`config.mk`:
```
export PLATFORM = sky130hd
export DESIGN_NAME = mac_seq_ctrl
export DESIGN_NICKNAME = d
export VERILOG_FILES = /design/src/rtl/mac_seq_ctrl.sv
export SDC_FILE = /design/constraint.sdc
export NUM_CORES = 1
export LEC_CHECK = 0
export CAP_MARGIN = 25
export CORE_UTILIZATION = 62
export DETAILED_ROUTE_END_ITERATION = 10
export PLACE_DENSITY = 0.87
export SYNTH_ARGS = -nofsm -noshare
export SYNTH_HDL_FRONTEND = slang
export SYNTH_SLANG_ARGS = --single-unit
```
`constraint.sdc`:
```
create_clock -name clk -period 10.21 [get_ports clk]
set_clock_uncertainty 0.1 [all_clocks]
set_input_delay 1.021 -clock clk [delete_from_list [all_inputs] [get_ports clk]]
set_output_delay 1.021 -clock clk [all_outputs]
set_load 0.05 [all_outputs]
```
`src/rtl/mac_seq_ctrl.sv`:
```
// Dot-product sequencer for the MAC datapath: wide accumulate, bias, one round-half-up step.
// Define MAC_SAT_EN to saturate the rounded result to the output width instead of wrapping.
module mac_seq_ctrl #(
  parameter int unsigned INPUT_DATA_WIDTH  = 8,
  parameter int unsigned OUTPUT_DATA_WIDTH = 8,
  parameter int unsigned MAX_LEN           = 25,
  parameter int unsigned SHIFT             = 4
) (
  input  logic                              clk,
  input  logic                              rst_n,
  input  logic                              start,
  input  logic [$clog2(MAX_LEN+1)-1:0]      cfg_len,
  input  logic [INPUT_DATA_WIDTH-1:0]       bias_in,
  output logic                              busy,
  input  logic                              pair_valid,
  output logic                              pair_ready,
  input  logic [INPUT_DATA_WIDTH-1:0]       data_in,
  input  logic [INPUT_DATA_WIDTH-1:0]       weight_in,
  output logic                              res_valid,
  input  logic                              res_ready,
  output logic [OUTPUT_DATA_WIDTH-1:0]      res_out
);

  localparam int unsigned IW = INPUT_DATA_WIDTH;
  localparam int unsigned OW = OUTPUT_DATA_WIDTH;
  localparam int unsigned LW = $clog2(MAX_LEN + 1);
  localparam int unsigned AW = 2 * IW + $clog2(MAX_LEN) + 1;
  localparam int unsigned RW = AW + 1;
  localparam int unsigned QW = RW - SHIFT;

  localparam logic [LW-1:0] MaxLen  = LW'(MAX_LEN);
  localparam logic [RW-1:0] RndHalf = {{(RW-1){1'b0}}, 1'b1} << (SHIFT - 1);

  typedef enum logic [1:0] {StIdle, StAcc, StRnd, StOut} state_e;

  state_e          state_q, state_d;
  logic [LW-1:0]   len_q, len_d;
  logic [LW-1:0]   cnt_q, cnt_d;
  logic [IW-1:0]   bias_q, bias_d;
  logic [AW-1:0]   acc_q, acc_d;
  logic [OW-1:0]   res_q, res_d;
  logic            busy_q, busy_d;
  logic            pair_ready_q, pair_ready_d;
  logic            res_valid_q, res_valid_d;

  logic [2*IW-1:0] prod;
  logic [LW-1:0]   len_clamp;
  logic [RW-1:0]   rnd_sum;
  logic [QW-1:0]   rnd_q;
  logic [OW-1:0]   rnd_res;
  logic            unused_rnd_lsb;

  assign prod      = {{IW{1'b0}}, data_in} * {{IW{1'b0}}, weight_in};
  assign len_clamp = (cfg_len > MaxLen) ? MaxLen : cfg_len;

  // Accumulator is sized so acc + bias + half never overflows RW bits.
  assign rnd_sum        = {1'b0, acc_q} + RW'(bias_q) + RndHalf;
  assign rnd_q          = rnd_sum[RW-1:SHIFT];
  assign unused_rnd_lsb = ^rnd_sum[SHIFT-1:0];

`ifdef MAC_SAT_EN
  assign rnd_res = (|rnd_q[QW-1:OW]) ? {OW{1'b1}} : rnd_q[OW-1:0];
`else
  logic unused_rnd_msb;
  assign unused_rnd_msb = ^rnd_q[QW-1:OW];
  assign rnd_res        = rnd_q[OW-1:0];
`endif

  always_comb begin
    state_d = state_q;
    len_d   = len_q;
    cnt_d   = cnt_q;
    bias_d  = bias_q;
    acc_d   = acc_q;
    res_d   = res_q;
    unique case (state_q)
      StIdle: begin
        if (start) begin
          len_d   = len_clamp;
          bias_d  = bias_in;
          acc_d   = '0;
          cnt_d   = '0;
          state_d = (len_clamp == '0) ? StRnd : StAcc;
        end
      end
      StAcc: begin
        if (pair_valid && pair_ready_q) begin
          acc_d = acc_q + AW'(prod);
          cnt_d = cnt_q + LW'(1);
          if (cnt_d == len_q) begin
            state_d = StRnd;
          end
        end
      end
      StRnd: begin
        res_d   = rnd_res;
        state_d = StOut;
      end
      StOut: begin
        if (res_ready) begin
          state_d = StIdle;
        end
      end
      default: state_d = StIdle;
    endcase
    // Handshake outputs are registered from the next state.
    busy_d       = (state_d != StIdle);
    pair_ready_d = (state_d == StAcc);
    res_valid_d  = (state_d == StOut);
  end

  always_ff @(posedge clk or negedge rst_n) begin
    if (!rst_n) begin
      state_q      <= StIdle;
      len_q        <= '0;
      cnt_q        <= '0;
      bias_q       <= '0;
      acc_q        <= '0;
      res_q        <= '0;
      busy_q       <= 1'b0;
      pair_ready_q <= 1'b0;
      res_valid_q  <= 1'b0;
    end else begin
      state_q      <= state_d;
      len_q        <= len_d;
      cnt_q        <= cnt_d;
      bias_q       <= bias_d;
      acc_q        <= acc_d;
      res_q        <= res_d;
      busy_q       <= busy_d;
      pair_ready_q <= pair_ready_d;
      res_valid_q  <= res_valid_d;
    end
  end

  assign busy       = busy_q;
  assign pair_ready = pair_ready_q;
  assign res_valid  = res_valid_q;
  assign res_out    = res_q;

endmodule

```
### Word level (Yosys, flattened, before mapping)

Cells that the tools add are included.

| word-level totals | value |
|---|---|
| bits in registers | 53 |
| bits of input ports | 34 |
| output and inout bits | 11 |
| word-level logic and storage cells | 43 |

| cells by class | value |
|---|---|
| $add $sub $neg | 4 |
| multiply operators | 1 |
| magnitude comparators | 1 |
| eq/ne operators | 8 |
| multiplexer cells | 13 |
| reduce and logical (&&, ||, !) cells | 7 |

Operators with widths:

| kind | count |
|---|---|
| $mux 22 | 2 |
| $pmux 22 s2 | 1 |
| $add 22x16->22 | 1 |
| $mul 8x8->16 | 1 |
| $mux 5 | 3 |
| $add 12x4->12 const B | 1 |
| $add 12x8->12 | 1 |
| $mux 2 | 5 |
| $pmux 5 s2 | 1 |
| $pmux 2 s4 | 1 |
| $eq 2x2->1 const B | 3 |
| $add 5x1->5 const B | 1 |
| $eq 5x5->1 | 1 |
| $gt 5x5->1 const B | 1 |
| $logic_not 5->1 | 1 |
| $eq 2x1->1 const B | 2 |
| $ne 2x2->1 const B | 2 |
| $reduce_bool 2->1 | 2 |
| $reduce_and 3->1 | 1 |
| $logic_not 2->1 | 1 |
| $reduce_and 2->1 | 1 |
| $logic_and 1x1->1 | 1 |

### Longest topological paths before layout

| depth | value |
|---|---|
| depth in word-level cells | 7 |
| gate-level depth with buffers | 17 |

### Worst setup path after synthesis

OpenSTA, ideal clock, no wires.

| timing | value |
|---|---|
| path kind | input-to-reg |
| start point | input port data_in[0] |
| end point | register acc_q[11] |
| setup time | 133 ps |
| arrival | 4349 ps |
| data required time | 9977 ps |
| slack | 5627 ps |
| stages on the path | 14 |
| buffers on the path | 0 |
| cell sequence | nand2_1 > fa_1 > fa_1 > inv_1 > fa_1 > inv_1 > fa_1 > inv_1 > ha_1 > o21ai_0 > a21oi_1 > o41ai_1 > xnor2_1 > o21ai_0 |

| on the way | value |
|---|---|
| word-level cells in the longest chain between the ends | 4 |

RTL lines:

| what | line | text |
|---|---|---|
| start, declared | 17 | `input logic [INPUT_DATA_WIDTH-1:0] data_in,` |
| $mul 8x8->16 | 53 | `assign prod = {{IW{1'b0}}, data_in} * {{IW{1'b0}}, weight_in};` |
| $add 22x16->22 | 88 | `acc_d = acc_q + AW'(prod);` |
| $mux 22 | 87 | `if (pair_valid && pair_ready_q) begin` |
| $pmux 22 s2 | 76 | `unique case (state_q)` |
| end signal, assigned | 118 | `acc_q <= '0;` |
| end signal, assigned | 128 | `acc_q <= acc_d;` |
| end, declared | 40 | `logic [AW-1:0] acc_q, acc_d;` |

No other way between the ends. The select of a mux whose other input is x is not followed.
A chain may end at the register's enable or synchronous reset.

### Worst setup path in the final report

Ends and elaborated chain as after synthesis.

==> out/summary.txt <==
run status: finished clean
internal power: 0.732 mW
leak pwr: 2.36 nW
met3 WL: 327 um
GRT overflow: 0
PwrDens: 307 mW/mm^2
Nets: 613
crit path DAT: 5.40 ns
most frequent cells in the layout: nand2_1 (98), inv_1 (75), dfrtp_1 (43), clkdlybuf4s50_1 (43), fa_1 (41)
Detailed Routing Iterations Pass 1: 5
initial antenna violation count: 0
Hold Fails Final Rpt: 0
top layer reached by signal wires: met4
combinational power share: 0.711
DRT Wirelength: 8.51 mm
Max Freq: 0.187 GHz
switch share: 0.493
Psw: 0.713 mW
first-pass GRT wire length: 14.6 mm
number of top-level pins: 45
critical path depth: 15
initial core utilization: 0.641
# port buffers: 44
worst reg2reg setup slack: 5.98 ns
share of post-route cells with drive strength above 1: 0.0361
largest net degree at the start of global routing: 44
DR DRC count: 0
DR vias/cell: 5.48
vias in the first global route: 3345
Worst setup startpoint: data_in[0]
Syn Nets: 566
unrepaired setup endpoints after global routing: false
commonest non-fill, non-tap cell in the layout: nand2_1
RR Startpoint: acc_q[5]$_DFFE_PN0P_
1st-iter DRT viols: 185
CTS root buf: clkbuf_8
Multi-input gate area: 0.00269 mm^2
Std-Cell Rows: 29
Horiz. Die Dim: 83.0 um
Max-Cap Viols: 0
synth warn: 0
Detailed Place HPWL: 7.02 mm
top post-synthesis cells by area: dfrtp_1 (26%), fa_1 (20%), ha_1 (12%)
Antenna diodes: 0
end point of the critical path: acc_q[11]$_DFFE_PN0P_
Yosys reg bits: 43
Clock power frac: 0.076
Reg power frac: 0.212
Hold Crit Class: flop to flop
r2r endpoint: acc_q[11]$_DFFE_PN0P_
Slew HR: 0.607
period utilization: 0.523
Setup CP Type: primary input to flop
worst path bufs/invs: 4
Synth top area share: 0.264
Post-CTS Setup Bufs: 0
WL met2: 4.51 mm
All-Layer GR Usage: 0.261
crit-path cells: clkdlybuf4s50_1 > nand2_1 > fa_1 > fa_1 > inv_1 > fa_1 > inv_1 > fa_1 > inv_1 > ha_1 > o21ai_0 > a21oi_1 > o41ai_1 > xnor2_1 > o21ai_0
WL met1: 3.45 mm
routability congestion estimate: 0.860
clock sink total: 43
core area: 0.00635 mm^2
# fillers: 431
hold_buf cts: 0
synth unique cells: 42
Mapped Cells: 452
Worst setup EP type: flop
antenna viol nets, final: 0
Pwr Total: 1.44 mW
CTS buffer count: 5
area grow syn2layout: 15.4%
H-tree level count: 2
Crit Path Max Fanout: 8
worst skew pair latency: 0.30 ns
Crit path max-delay family: adder cells
Vias: 3155
die height: 83.0 um
drt wl/cell: 14.8 um
fin crit period: 5.34 ns
CP Data Required Time: 10.27 ns
Clock Pin Slew Worst Setup and Hold Paths: 0.08 ns
Die Outline Area: 0.00689 mm^2
setup_tns: 0 ns
Final setup viols: 0
Top FF cell, synth: dfrtp_1
Yosys top cell by area: dfrtp_1
Worst Reg2Reg Path Length in Cells: 15
most frequent CP cell: fa_1
Post-Syn Area: 0.00407 mm^2
max-slew violation count: 0
Async S/R FF share, synth: 1.00
CTS tree: built
slew of the pin with the lowest slew margin: 0.588 ns
CP peak stage delay: 0.61 ns
maximum VDD drop: 0.000198 V
CP Launch Type: primary input
maximum root-to-sink buffer count: 2
post_cts resized: 0
Post-synth EDFFs: 0
FF+latch area: 0.00108 mm^2
Seq/Total Area, Yosys: 0.264
Worst path slowest cell: clkdlybuf4s50_1
Synth Area per Inst: 9.00 um^2
[cell usage after synthesis, types with 2 or more instances]
master	number
nand2_1	98
inv_1	75
dfrtp_1	43
fa_1	41
ha_1	39
and2_1	30
o21ai_0	26
xnor2_1	16
xor2_1	14
nand3_1	10
clkbuf_1	7
nor2_1	7
a21oi_1	4
nand2b_1	4
nor3b_1	4
a21o_1	3
a31oi_1	3
nor2b_1	3
a311o_1	2
[per-stage QoR]
step,instance area (um^2),setup slack (ns),util,hold slack [ns],cells
after detailed placement,4590,4.60,0.723,0.373,568
after global placement,4590,4.89,0.723,0.365,568
after CTS,4680,4.92,0.737,0.391,575
final,4700,4.87,0.740,0.389,576
after global routing,4700,4.78,0.740,0.404,576
after floorplan,4070,5.63,-,0.350,452
[how the worst min path moves through the flow]
| stage | start | to | slack (ns) | cells past startpoint |
|---|---|---|---|---|
| 2_1_floorplan | acc_q[3]$_DFFE_PN0P_ | acc_q[3]$_DFFE_PN0P_ | 0.35 | 2 |
| 6_report | acc_q[3]$_DFFE_PN0P_ | acc_q[3]$_DFFE_PN0P_ | 0.39 | 2 |
| 4_1_cts | acc_q[3]$_DFFE_PN0P_ | acc_q[3]$_DFFE_PN0P_ | 0.39 | 2 |
| 3_3_place_gp | acc_q[3]$_DFFE_PN0P_ | acc_q[3]$_DFFE_PN0P_ | 0.36 | 2 |
| 3_5_place_dp | acc_q[3]$_DFFE_PN0P_ | acc_q[3]$_DFFE_PN0P_ | 0.37 | 2 |
| 5_1_grt | rst_n | len_q[2]$_DFFE_PN0P_ | 0.40 | 1 |
[metal layers]
| layer | GRT usage | vias up |
|---|---|---|
| li1 | - | 1510 |
| met2 | 0.464 | 73 |
| met5 | 0 | - |
| met1 | 0.329 | 1547 |
| met3 | 0.0447 | 25 |
| met4 | 0.0721 | 0 |
[power groups by stage]
stage | combinational (mW) | sequential (mW) | clock, mW
after floorplan | 0.722 | 0.352 | 0
after global placement | 0.952 | 0.305 | 0
after detailed placement | 1.02 | 0.310 | 0
after CTS | 1.03 | 0.307 | 0.111
after global routing | 1.15 | 0.314 | 0.118
final | 1.03 | 0.307 | 0.110
[worst min-delay path: cells and delay by family, from the launching register on]
kind	cells	cell delay, ns
flip-flops	1	0.35
AO/OA/AOI/OAI	1	0.06
AND/OR/NAND/NOR	1	0.04
[area by class of cell]
class / count / area share
Sequential cell: 43 / 0.229
Timing Repair Buffer: 47 / 0.100
Clock buffer: 6 / 0.0176
Tap cell: 77 / 0.0205
Clock inverter: 1 / 0.00107
Inverter: 75 / 0.0599
Multi-Input combinational cell: 327 / 0.572
[kinds of logic after synthesis]
family	synth area share
fa+ha+maj	0.322
buf+inv	0.0756
mux	0.00246
flops	0.264
simple gates	0.192
compound gates	0.0799
xor+xnor	0.0646
[state kept, by name (all words and copies together) (netlist names)]
signal	flops
res_valid	1
pair_ready	1
state_q	2
cnt_q	5
res_out	8
acc_q	12
len_q	5
bias_q	8
busy	1
(Power assumes the default switching activity.)
